$ cat config.mk
export PLATFORM = sky130hd
export DESIGN_NAME = seq_divider
export DESIGN_NICKNAME = d
export VERILOG_FILES = /design/src/rtl/seq_divider_pkg.sv /design/src/rtl/seq_divider_div_step.sv /design/src/rtl/seq_divider.sv
export SDC_FILE = /design/constraint.sdc
export NUM_CORES = 1
export LEC_CHECK = 0
export CORE_AREA = 2 2 99 101
export CTS_CLUSTER_DIAMETER = 100
export DETAILED_ROUTE_END_ITERATION = 6
export DIE_AREA = 0 0 101 103
export DONT_BUFFER_PORTS = 1
export GPL_ROUTABILITY_DRIVEN = 0
export PLACE_DENSITY = 0.44
export SLEW_MARGIN = 40
export SYNTH_ARGS = -nofsm -noshare
export SYNTH_HDL_FRONTEND = slang
export SYNTH_SLANG_ARGS = --single-unit
export TNS_END_PERCENT = 10
$ cat constraint.sdc
create_clock -name clk -period 5.3 [get_ports clk]
set_input_delay 1.59 -clock clk [delete_from_list [all_inputs] [get_ports clk]]
set_output_delay 1.59 -clock clk [all_outputs]
set_load 0.01 [all_outputs]
$ cat src/rtl/seq_divider_pkg.sv
// Shared definitions for the sequential restoring divider: FSM encoding and default width.
package seq_divider_pkg;

    localparam int unsigned DIV_WIDTH = 8;

    typedef enum logic [1:0] {
        ST_IDLE = 2'd0,
        ST_RUN  = 2'd1,
        ST_FIN  = 2'd2
    } state_e;

    // Counter width needed to hold the value WIDTH.
    function automatic int unsigned cnt_width(input int unsigned width);
        return $clog2(width + 1);
    endfunction

endpackage

$ cat src/rtl/seq_divider_div_step.sv
// One restoring-division step: shift one dividend bit into the partial remainder,
// compare against the divisor and conditionally subtract.
module seq_divider_div_step #(
    parameter int unsigned WIDTH = 8
) (
    input  logic [WIDTH-1:0] rem_i,
    input  logic             shift_in_i,
    input  logic [WIDTH-1:0] divisor_i,
    output logic [WIDTH-1:0] rem_o,
    output logic             q_bit_o
);

    logic [WIDTH:0] trial;
    logic [WIDTH:0] diff;
    logic           unused_diff_msb;

    // Trial value is WIDTH+1 bits so the compare never overflows.
    assign trial           = {rem_i, shift_in_i};
    assign diff            = trial - {1'b0, divisor_i};
    // A kept remainder is always below the divisor, so the top bit is zero.
    assign unused_diff_msb = diff[WIDTH];

    always_comb begin
        q_bit_o = (trial >= {1'b0, divisor_i});
        rem_o   = q_bit_o ? diff[WIDTH-1:0] : trial[WIDTH-1:0];
    end

endmodule

$ cat src/rtl/seq_divider.sv
// Multi-cycle unsigned restoring divider; Start -> Done takes WIDTH+1 clocks.
// Optional DivZero flag port enabled by defining SEQ_DIV_ZERO_FLAG_EN.
module seq_divider
    import seq_divider_pkg::*;
#(
    parameter int unsigned WIDTH = DIV_WIDTH
) (
    input  logic             clk,
    input  logic             rst,
    input  logic             Start,
    input  logic [WIDTH-1:0] Dividend,
    input  logic [WIDTH-1:0] Divisor,
    output logic             Busy,
    output logic             Done,
    output logic [WIDTH-1:0] Quotient,
    output logic [WIDTH-1:0] Remainder
`ifdef SEQ_DIV_ZERO_FLAG_EN
    ,
    output logic             DivZero
`endif
);

    localparam int unsigned     CntW    = cnt_width(WIDTH);
    localparam logic [CntW-1:0] CntLoad = CntW'(WIDTH);
    localparam logic [CntW-1:0] CntOne  = CntW'(1);

    state_e            state_q, state_d;
    logic [CntW-1:0]   count_q, count_d;
    logic [WIDTH-1:0]  divisor_q, divisor_d;
    logic [WIDTH-1:0]  dq_q, dq_d;
    logic [WIDTH-1:0]  rem_q, rem_d;
    logic [WIDTH-1:0]  quot_out_q, quot_out_d;
    logic [WIDTH-1:0]  rem_out_q, rem_out_d;
    logic              busy_q, busy_d;
    logic              done_q, done_d;
`ifdef SEQ_DIV_ZERO_FLAG_EN
    logic              div_zero_q, div_zero_d;
`endif

    logic [WIDTH-1:0]  step_rem;
    logic              step_q_bit;

    seq_divider_div_step #(
        .WIDTH (WIDTH)
    ) u_div_step (
        .rem_i      (rem_q),
        .shift_in_i (dq_q[WIDTH-1]),
        .divisor_i  (divisor_q),
        .rem_o      (step_rem),
        .q_bit_o    (step_q_bit)
    );

    always_comb begin
        state_d    = state_q;
        count_d    = count_q;
        divisor_d  = divisor_q;
        dq_d       = dq_q;
        rem_d      = rem_q;
        quot_out_d = quot_out_q;
        rem_out_d  = rem_out_q;
        busy_d     = busy_q;
        done_d     = 1'b0;
`ifdef SEQ_DIV_ZERO_FLAG_EN
        div_zero_d = div_zero_q;
`endif
        unique case (state_q)
            ST_IDLE: begin
                if (Start) begin
                    divisor_d = Divisor;
                    dq_d      = Dividend;
                    rem_d     = '0;
                    count_d   = CntLoad;
                    busy_d    = 1'b1;
                    state_d   = ST_RUN;
                end
            end
            ST_RUN: begin
                // Dividend bits leave at the top of dq as quotient bits enter at the bottom.
                rem_d   = step_rem;
                dq_d    = {dq_q[WIDTH-2:0], step_q_bit};
                count_d = count_q - CntOne;
                if (count_q == CntOne) begin
                    state_d = ST_FIN;
                end
            end
            ST_FIN: begin
                quot_out_d = dq_q;
                rem_out_d  = rem_q;
                done_d     = 1'b1;
                busy_d     = 1'b0;
`ifdef SEQ_DIV_ZERO_FLAG_EN
                div_zero_d = (divisor_q == '0);
`endif
                state_d    = ST_IDLE;
            end
            default: begin
                state_d = ST_IDLE;
                busy_d  = 1'b0;
            end
        endcase
    end

    always_ff @(posedge clk) begin
        if (rst) begin
            state_q    <= ST_IDLE;
            count_q    <= '0;
            divisor_q  <= '0;
            dq_q       <= '0;
            rem_q      <= '0;
            quot_out_q <= '0;
            rem_out_q  <= '0;
            busy_q     <= 1'b0;
            done_q     <= 1'b0;
`ifdef SEQ_DIV_ZERO_FLAG_EN
            div_zero_q <= 1'b0;
`endif
        end else begin
            state_q    <= state_d;
            count_q    <= count_d;
            divisor_q  <= divisor_d;
            dq_q       <= dq_d;
            rem_q      <= rem_d;
            quot_out_q <= quot_out_d;
            rem_out_q  <= rem_out_d;
            busy_q     <= busy_d;
            done_q     <= done_d;
`ifdef SEQ_DIV_ZERO_FLAG_EN
            div_zero_q <= div_zero_d;
`endif
        end
    end

    assign Busy      = busy_q;
    assign Done      = done_q;
    assign Quotient  = quot_out_q;
    assign Remainder = rem_out_q;
`ifdef SEQ_DIV_ZERO_FLAG_EN
    assign DivZero   = div_zero_q;
`endif

endmodule

==> results.tsv, run 1 <==
metric	value	unit
post-synthesis cell type count	46	
Net Count, Synth	318	
synthesized flop and latch total	48	
top cell family by delay on the critical path	simple AND/OR/NAND/NOR gates	
CP required	5530	ps
first-pass GRT wire length	9.204	mm
crit-path max FO	18	
Reg area	960.9	um2
max-cap violation count	0	
FP Rows	36	
pin count of the biggest net entering global routing	39	
Final ANT Viol Nets	0	
Max Root-Sink Buffers	2	
clock transition at the registers of the reported paths	90	ps
relative slew slack	49.13	%
CTS tree	yes	
final hold viol count	0	
Post-Syn Instances	288	
Remaining DRCs	0	
Die Y	103	um
Worst Setup Slack, final	2812	ps
CP Class	input port to flop	
postcts setup bufs	0	
smallest hold slack	474.7	ps
setup TNS	0	ps
gr usage total	11.34	%
Most used DFF post-synth	dfxtp_1	
clk sinks	48	
Clock Latency Late Sink	290	ps
Vias	1891	
vias in the first global route	1841	
H-tree levels	2	
IO Port Bufs	0	
outcome	completed	
hold_buf cts	0	
initial antenna violation count	0	
P per Cell Area	431.7	nW/um2
die width	101	um
Crit-path slowest cell	nor3b_4	
static leakage	0.8930	nW
Root Driver	clkbuf_8	
EDFF count, synth	0	
HP Class	flop to flop	
average wire per standard cell	14.30	um
DRT iter0 DRCs	55	
R2R depth	6	
crit path time final	2488	ps
crit path capture type	flop	
CTS resizes	0	
Arrival @ worst endpoint	2710	ps
worst-case clock skew	3.578	ps
Async S/R FF share, synth	0	%
synthesis-to-finish area growth	7.743	%
Post-Syn Area	2295	um2
Peak VDD IR	157.0	uV
Final Slew Violations	0	
Worst Hold Depth	2	
WP depth	4	
fmax	402.0	MHz
layout cells sized above 1	6.028	%
Worst setup SP type	input port	
total wire length	5.661	mm
footprint of the multi-input gates	1235	um2
Max stage delay on crit path	620	ps
final-layout fill cell count	1050	
CP Cell Sequence	nor3b_4 -> and2b_1 -> a22oi_1 -> o21ai_0	
GR Overflow Total	0	
die area	10400	um2
crit path buf inv count	0	
register area share after synthesis	41.88	%
# nets final	312	
placed instance area	2392	um2
Ports	37	
number of CTS-inserted buffers	5	
Starting Density	24.26	%
post-layout util	26.14	%
post-DR vias/cell	4.775	
pre-CTS setup slack	2407	ps
Slew @ Worst Pin	762.2	ps
dpl hpwl	4.113	mm
Final period util	46.94	%
DR pass1 iterations	4	
Synth Warn #	0	
final instance area	2472	um2
Antenna diodes	0	
RSZ-0062 raised after global routing	false	
Core Box Area	9459	um2
Setup violations, final	0	
Mapped Avg Cell Area	7.968	um2
## per-layer routing
layer,wire [um],up-vias,global-route usage [%],share of wire (%)
met4,28,0,2.183,0.49
met1,2770,877,14.54,49
met2,2689,28,19.54,48
li1,-,984,-,-
met5,0,-,0,0
met3,171,2,2.780,3.0
## kinds of logic after synthesis
kind of cell               count (synthesis)  share of synthesized area (%)
DFF                                       48                          41.88
and+or+nand+nor                          118                          22.74
muxes                                      2                         0.9269
AOI/OAI and AO/OA                         77                          21.70
adders and majority gates                 11                          6.325
buffers and inverters                     28                          4.907
xor gates and xnor gates                   4                          1.527
## state kept, by name, indices dropped and copies added (netlist names), 2 cells and up
name	flops
dq_q	8
rem_q	8
count_q	4
Remainder	8
state_q	2
Quotient	8
divisor_q	8
## path summary, 6_finish.rpt
path / from / endpoint / slack, ps
max: Start / dq_q[2] / 2810
min: dq_q[5] / dq_q[6] / 470
max reg2reg: rem_q[2] / rem_q[3] / 3040
min reg2reg: dq_q[5] / dq_q[6] / 470
## cells in the mapped netlist, types with 3 or more instances
master    instances  area (um2)
a21oi_1          37       185.2
a22oi_1           3       22.52
and2_1            3       18.77
buf_2             6       30.03
clkbuf_1          7       26.28
dfxtp_1          48       960.9
ha_1             10       125.1
inv_1            15       56.30
nand2_1          52       195.2
nand2b_1          5       31.28
nand3_1           5       25.02
nand4_1           4       25.02
nor2_1           37       138.9
nor2b_1           3       18.77
o211ai_1          6       45.04
o21ai_0           8       40.04
xor2_1            3       26.28
## final cells by class
| class | instances | area share [%] |
|---|---|---|
| clock buffers | 6 | 2.935 |
| flip-flops and latches | 48 | 38.87 |
| well taps | 114 | 5.769 |
| inverters | 15 | 2.277 |
| multi-input cells | 212 | 49.95 |
| clock inverters | 1 | 0.2024 |
## cell usage in the layout, fill, tap and decap left out, types with 3 or more instances in the layout
cell type	instances
a21oi_1	37
a22oi_1	3
and2_1	3
clkbuf_8	5
dfxtp_1	48
ha_1	10
inv_1	15
nand2_1	52
nand2b_1	5
nand3_1	5
nand4_1	4
nor2_1	34
nor2_2	3
nor2b_1	3
o211ai_1	6
o21ai_0	8
xor2_1	3
## where the power goes
group | total [mW] | internal, mW | switching (mW)
Combinational | 0.418 | 0.160 | 0.258
Sequential | 0.436 | 0.397 | 0.0391
Clock | 0.213 | 0.0902 | 0.122
## worst reg2reg max path: stages, from the launching register on
cell      delay (ps)
dfxtp_1          440
ha_1             340
and3_1           230
nand4_1          120
nand3_1          220
o21ai_0          610
o211ai_1         180
## metrics by stage
stage | instances | power [mW]
floorplan | 288 | 0.7657
global placement | 389 | 0.8609
detailed placement | 389 | 0.8617
CTS | 396 | 1.081
global route | 396 | 1.158
finish | 396 | 1.067
Power figures use the tool's default switching activity.
==> inputs of run 2 (changes only) <==
--- a/config.mk
+++ b/config.mk
@@ -11,7 +11,7 @@
 export DIE_AREA = 0 0 101 103
 export DONT_BUFFER_PORTS = 1
 export GPL_ROUTABILITY_DRIVEN = 0
-export PLACE_DENSITY = 0.44
+export PLACE_DENSITY = 0.45
 export SLEW_MARGIN = 40
 export SYNTH_ARGS = -nofsm -noshare
 export SYNTH_HDL_FRONTEND = slang
==> constraint.sdc (replaced) <==
create_clock -name clk -period 2.15 [get_ports clk]
set_input_delay 0.645 -clock clk [delete_from_list [all_inputs] [get_ports clk]]
set_output_delay 0.645 -clock clk [all_outputs]
set_load 0.01 [all_outputs]
==> run 2 against run 1 <==
Compared with the run above: worst hold slack worse by 88 ps; design area increased by 3.0%; sequential share of layout area fell by 1.1 points; core utilization up 0.78 points.
==> results.tsv, run 2 (synthesis gave the netlist of run 1 again) <==
metric	value	unit
outcome	completed	
# nets final	321	
DRT iter0 DRCs	64	
Crit-path slowest cell	dfxtp_1	
Remaining DRCs	0	
pin count of the biggest net entering global routing	39	
Arrival @ worst endpoint	2220	ps
number of CTS-inserted buffers	5	
Clock Latency Late Sink	310	ps
CTS tree	yes	
Ports	37	
Tot Pwr	2.736	mW
Vias	1945	
vias in the first global route	1882	
initial antenna violation count	0	
fmax	495.2	MHz
setup TNS	0	ps
Final Slew Violations	0	
die width	101	um
Final ANT Viol Nets	0	
HP Class	input port to flop	
clock transition at the registers of the reported paths	100	ps
synthesis-to-finish area growth	10.96	%
placed cell count	398	
final instance area	2546	um2
Final period util	93.92	%
FP Rows	36	
CTS resizes	0	
CP required	2350	ps
Die Y	103	um
Slew @ Worst Pin	628.4	ps
layout cells sized above 1	9.932	%
most frequent cells in the layout	nand2_1 (52), dfxtp_1 (47), nor2_1 (36), a21oi_1 (36), inv_1 (15)	
Max stage delay on crit path	420	ps
H-tree levels	2	
IO Port Bufs	0	
placed instance area	2451	um2
Antenna diodes	0	
smallest hold slack	386.9	ps
post-DR vias/cell	4.791	
Starting Density	24.26	%
top cell family by delay on the critical path	compound AO/OA/AOI/OAI gates	
crit path time final	2019	ps
worst-case clock skew	11.96	ps
crit-path max FO	7	
Reg area	962.2	um2
static leakage	0.9448	nW
GR Overflow Total	0	
crit path capture type	flop	
crit path buf inv count	0	
relative slew slack	58.06	%
final-layout fill cell count	1053	
die area	10400	um2
DR pass1 iterations	4	
leading cell type in the layout, fill and taps excluded	nand2_1	
CP Class	flop to flop	
RSZ-0062 raised after global routing	false	
Setup violations, final	0	
average wire per standard cell	14.28	um
Root Driver	clkbuf_8	
Max Root-Sink Buffers	2	
P per Cell Area	1074	nW/um2
max-cap violation count	0	
clk sinks	48	
CP Cell Sequence	ha_1 -> and3_1 -> nand4_1 -> nand3_1 -> o2111a_1 -> a211o_1	
dpl hpwl	4.214	mm
Peak VDD IR	353.3	uV
postcts setup bufs	0	
total wire length	5.797	mm
Worst setup SP type	flop	
first-pass GRT wire length	9.370	mm
Core Box Area	9459	um2
gr usage total	11.52	%
final hold viol count	0	
hold_buf cts	0	
non-filler cells, final	406	
footprint of the multi-input gates	1230	um2
[run 2: path summary, 6_finish.rpt]
check	from	endpoint	slack [ps]	cells after the start
worst max-delay path	rem_q[2]	rem_q[6]	130	6
worst min-delay path	rst	Quotient[3]	390	1
worst max register to register	rem_q[2]	rem_q[6]	130	6
worst min register to register	dq_q[7]	Quotient[7]	460	2
[run 2: stage by stage]
step                util [%]  setup WS, ps
floorplan                  -         240.4
global placement       25.89         117.5
detailed placement     25.91         75.21
CTS                    26.84         62.43
global route           26.92         3.234
finish                 26.92         130.7
[run 2: final cells by class]
class,instances,share of cell area [%]
tap,114,5.602
clock inverter,3,0.7371
multi-input combinational,212,48.30
clock buffer,5,2.703
timing repair buffer,9,2.654
inverter,15,2.211
sequential,48,37.79
[run 2: routing by layer]
metal,vias up,track usage [%],share of wire [%]
li1,1000,-,-
met3,5,2.712,3.7
met2,39,19.69,47
met4,0,3.222,0.79
met1,901,14.58,48
met5,-,0,0
[run 2: power breakdown]
part / switching, mW / internal [mW]
sequential: 0.0861 / 0.980
combinational: 0.674 / 0.442
clock: 0.326 / 0.228
total: 1.09 / 1.65
[run 2: worst reg2reg max path: stages, from the launching register on]
cell	delay, ps
dfxtp_1	420
ha_1	330
and3_1	230
nand4_1	120
nand3_1	220
o2111a_1	320
a211o_1	280
==> inputs of run 3 (changes only) <==
--- a/config.mk
+++ b/config.mk
@@ -11,6 +11,7 @@
 export DIE_AREA = 0 0 101 103
 export DONT_BUFFER_PORTS = 1
 export GPL_ROUTABILITY_DRIVEN = 0
+export GPL_TIMING_DRIVEN = 1
 export PLACE_DENSITY = 0.45
 export SLEW_MARGIN = 40
 export SYNTH_ARGS = -nofsm -noshare
==> results of run 3 <==
No change in the layout: final DEF, timing and power equal those of run 2.
==> variant 1 (flow settings as in run 2) <==
Make the reset (`rst`) asynchronous in one clocked block.
--- a/src/rtl/seq_divider.sv
+++ b/src/rtl/seq_divider.sv
@@ -100,7 +100,7 @@
         endcase
     end
 
-    always_ff @(posedge clk) begin
+    always_ff @(posedge clk or posedge rst) begin
         if (rst) begin
             state_q    <= ST_IDLE;
             count_q    <= '0;
Check against the original RTL: differs if rst is asserted again (counterexample within 4 cycles, from zero or initial values and one cycle with rst high); with rst held inactive, the same outputs for 10 cycles.
==> variant 1 against run 2 <==
Cell area is 13% higher; critical path type unchanged; sequential cell count stayed put; highest routed layer unchanged; largest cell class is now sequential cells; synthesized cell count is 13% lower; wire length is 1.2% lower; setup slack worse by 0.039 ns; area after synthesis is 7.0% higher; worst hold slack worse by 0.15 ns.
Power is not compared: it rests on default switching activity, and its combinational part moved more than twofold at a synthesized area within 25%.
==> variant 1: results (changes against run 2) <==
critical_path:
  max_stage_delay_ns: 0.39  # -0.03 ns
  crit_path_max_fanout: 8  # +1
  cp.arrival_ns: 2.28  # +0.06 ns
  reg2reg_to: "rem_q[0]"
  crit_path_top_delay_cell: "dfrtp_1"
  cp-startpoint: "divisor_q[1]"
  critPathTopFamily: "compound AO/OA/AOI/OAI gates"
  r2r_cells: 8  # +2
global_routing:
  grtUsageTotal_pct: 11.5  # -0.054 points
  grt_max_degree: 27  # -31%
  grt_pass1_wl_um: 9330  # -0.45%
status:
  status: "finished clean"
logic_synthesis:
  yosysSeqAreaShare_pct: 48.9  # +7.1 points
  synthTopCellsByCount: "dfrtp_1 (48), nand2_1 (38), o21ai_0 (27)"
  syn_inst: 250  # -13%
  ys_top_cells_by_area: "dfrtp_1 (49%), mux2_2 (6.4%), nand2_1 (5.8%), o21ai_0 (5.5%), ha_1 (5.1%)"
  syn_nets: 280  # -12%
  yosysWarnings: 0  # unchanged
  async_reset_ff_share_pct: 100  # +100 points
  yosysUniqueCellTypes: 42  # -8.7%
timing:
  setup_ws_ns: 0.0920  # -0.0388 ns
  setup_viol: 0  # unchanged
  clock_skew_ns: 0.0116  # -0.000351 ns
  relSlewSlack_pct: 65.5  # +7.5 points
placed_design:
  pre_cts_ws_ns: 0.0805  # +0.00529 ns
  dpl.hpwl_um: 4240  # +0.58%
  dp.cells: 374  # -6.0%
final_layout:
  num-nets-final: 297  # -7.5%
  fillers: 979  # -7.0%
  layout-drive-gt1-share_pct: 19.8  # +9.8 points
hold_path:
  hold_path_class: "primary input to async pin"
clock_network:
  postCtsSetupRepairBufs: 0  # unchanged
  cts-root-buf: "clkbuf_8"
  cts_inserted_buffers: 5  # unchanged
  cts_max_level: 2  # unchanged
routing:
  vias: 1836  # -5.6%
  wl_per_cell_um: 15.0  # +5.1%
  detail_route.iter0.violations: 81  # +27%
  wirelength_um: 5730  # -1.2%
power_and_ir_drop:
  power.leakage_nw: 1.36
-- variant 1: worst min-delay path by stage --
stage / slack (ns) / end / from / cells past startpoint
after floorplan: 0.45 / dq_q[7] / dq_q[7] / 2
after global placement: 0.47 / divisor_q[0] / divisor_q[0] / 2
after detailed placement: 0.47 / divisor_q[0] / divisor_q[0] / 2
after CTS: 0.25 / Done / rst / 1
after global routing: 0.27 / Done / rst / 1
final: 0.24 / Done / rst / 1
-- variant 1: per-layer routing --
| layer | routed length, um | up-vias | part of all wire, % | track usage (%) |
|---|---|---|---|---|
| met5 | 0 | - | 0 | 0 |
| met4 | 77 | 0 | 1.3 | 3.53 |
| met3 | 236 | 6 | 4.1 | 2.85 |
| met2 | 2830 | 30 | 49 | 18.8 |
| met1 | 2590 | 895 | 45 | 15.0 |
| li1 | - | 905 | - | - |
-- variant 1: cell type report --
| cell class | instances | area [um^2] | area share (%) |
|---|---|---|---|
| Clock buffer | 5 | 68.8 | 2.40 |
| Clock inverter | 3 | 68.8 | 2.40 |
| Inverter | 16 | 60.1 | 2.09 |
| Multi-Input combinational cell | 171 | 1130 | 39.3 |
| Sequential cell | 48 | 1200 | 41.9 |
| Tap cell | 114 | 143 | 4.97 |
| Timing Repair Buffer | 25 | 200 | 6.98 |
-- variant 1: cell families after synthesis --
| logic type | after synthesis | share of synthesized area, % |
|---|---|---|
| AND/OR/NAND/NOR | 78 | 16.0 |
| AO/OA/AOI/OAI | 66 | 16.6 |
| flip-flops | 48 | 48.9 |
| buffers and inverters | 31 | 5.40 |
| multiplexers | 14 | 6.42 |
| adder cells (fa/ha/maj) | 11 | 5.91 |
| XOR/XNOR | 2 | 0.714 |
-- variant 1: through the flow --
step                      instance area [um^2]  util (%)  TNS [ns]  hold WS [ns]
after CTS                                 2860      30.3         0         0.247
final                                     2870      30.3         0         0.237
after global routing                      2870      30.3    -0.102         0.273
after floorplan                           2450         -         0         0.450
after detailed placement                  2730      28.8         0         0.473
after global placement                    2730      28.8         0         0.473
-- variant 1: worst reg2reg max path, delay by kind of cell, from the launching register on --
family	cells	cell delay (ns)
AO/OA/AOI/OAI	3	0.61
adder cells (fa/ha/maj)	1	0.32
buffers and inverters	2	0.24
flip-flops	1	0.39
AND/OR/NAND/NOR	2	0.40
-- variant 1: power by group through the flow --
stage | registers [mW] | clock network [mW] | logic, mW
after floorplan | 1.56 | 0 | 1.79
after global placement | 1.67 | 0 | 2.47
after detailed placement | 1.67 | 0 | 2.47
after CTS | 1.65 | 0.830 | 2.48
after global routing | 1.70 | 0.858 | 2.82
final | 1.64 | 0.808 | 2.46
-- variant 1: repair_timing --
| item | in CTS | in global routing |
|---|---|---|
| setup endpoints to repair | 0 | 8 |
| gates resized for setup | 0 | 1 |
| endpoints found under the hold margin | 0 | 0 |
==> variant 2 (settings of run 2) <==
Made on the original files. The option `SEQ_DIV_ZERO_FLAG_EN` is turned on by a define.
--- a/src/rtl/seq_divider.sv
+++ b/src/rtl/seq_divider.sv
@@ -1,5 +1,7 @@
 // Multi-cycle unsigned restoring divider; Start -> Done takes WIDTH+1 clocks.
 // Optional DivZero flag port enabled by defining SEQ_DIV_ZERO_FLAG_EN.
+`define SEQ_DIV_ZERO_FLAG_EN
+
 module seq_divider
     import seq_divider_pkg::*;
 #(
Check against the original RTL (old outputs only; new: DivZero): equivalent (equiv_simple and equiv_induct, registers matched by name and starting in step).
==> variant 2 against run 2 <==
Wire length is 9.9% higher; power is 12% higher; global-route usage is 0.74 points higher; worst hold slack better by 0.0056 ns; cell area is 10% higher; area after synthesis is 4.4% higher; setup slack worse by 0.041 ns; sequential share of layout area is 2.8 points lower; sequential cell count is 1 higher; via count is 5.2% higher; clock power is 21% higher; critical path type unchanged; highest routed layer unchanged.
==> variant 2: results (changes against run 2) <==
final_layout:
  layout-drive-gt1-share_pct: 13.5  # +3.6 points
  buffers: 17  # +8
  sh_seq_area_pct: 35.0  # -2.8 points
  clkCellAreaFrac_pct: 4.10  # +0.66 points
  multi_input_area_mm2: 0.00138  # +12%
  area_delta_synth_final_pct: 17.1
power_and_ir_drop:
  p_sw_mw: 1.13  # +3.9%
  peakVddDrop_v: 0.000374  # +5.9%
  p_clk_mw: 0.673  # +21%
logic_synthesis:
  ys_ff_latch: 49  # +2.1%
  syn_inst: 289  # +0.35%
  ys_top_cells_by_area: "dfxtp_1 (41%), nand2_1 (8.0%), a21oi_1 (5.8%), nor2_1 (5.3%), ha_1 (5.2%)"
  yosysSeqAreaShare_pct: 40.9  # -0.94 points
  synth_compound_area_share_pct: 21.9  # +0.23 points
  synth_area_mm2: 0.00240  # +4.4%
  synthXorXnorAreaFrac_pct: 0.366  # -1.2 points
  synth_top_cell_area_share_pct: 40.9  # -0.94 points
  syn_nets: 319  # +0.31%
status:
  status: "finished clean"
global_routing:
  grt_max_degree: 36  # -7.7%
  grtUsageTotal_pct: 12.3  # +0.74 points
  grt_pass1_wl_um: 10200  # +8.5%
critical_path:
  cp.arrival_ns: 2.29  # +0.07 ns
  timing.rr.start: "dq_q[7]"
placed_design:
  pre_cts_ws_ns: 0.0551  # -0.0201 ns
  dpl.hpwl_um: 4660  # +11%
  placedInstanceArea_mm2: 0.00260  # +6.1%
routing:
  wl_per_cell_um: 15.3  # +7.0%
timing:
  whs_ns: 0.392  # +0.00556 ns
  clock_skew_ns: 0.00976  # -0.00221 ns
==> variant 2: changes by cell type after synthesis, sizes merged, moves of 3 or more <==
cell	before	now
nand2b	5	2
a21oi	37	29
buf	6	1
nor3	2	5
clkbuf	7	10
a211oi	2	5
mux2i	1	9
==> variant 2: per-layer routing <==
| layer | part of all wire, % | global-route usage, % | up-vias | wire length [um] |
|---|---|---|---|---|
| li1 | - | - | 1041 | - |
| met1 | 51 | 17.8 | 948 | 3260 |
| met2 | 43 | 18.4 | 52 | 2760 |
| met3 | 5.0 | 3.05 | 5 | 317 |
| met4 | 0.52 | 2.49 | 0 | 33 |
| met5 | 0 | 0 | - | 0 |
==> variant 2: logic make-up after synthesis <==
| group | Yosys count |
|---|---|
| AND/OR/NAND/NOR | 120 |
| AO/OA/AOI/OAI | 72 |
| flip-flops | 49 |
| buffers and inverters | 26 |
| adder cells (fa/ha/maj) | 11 |
| multiplexers | 10 |
| XOR/XNOR | 1 |
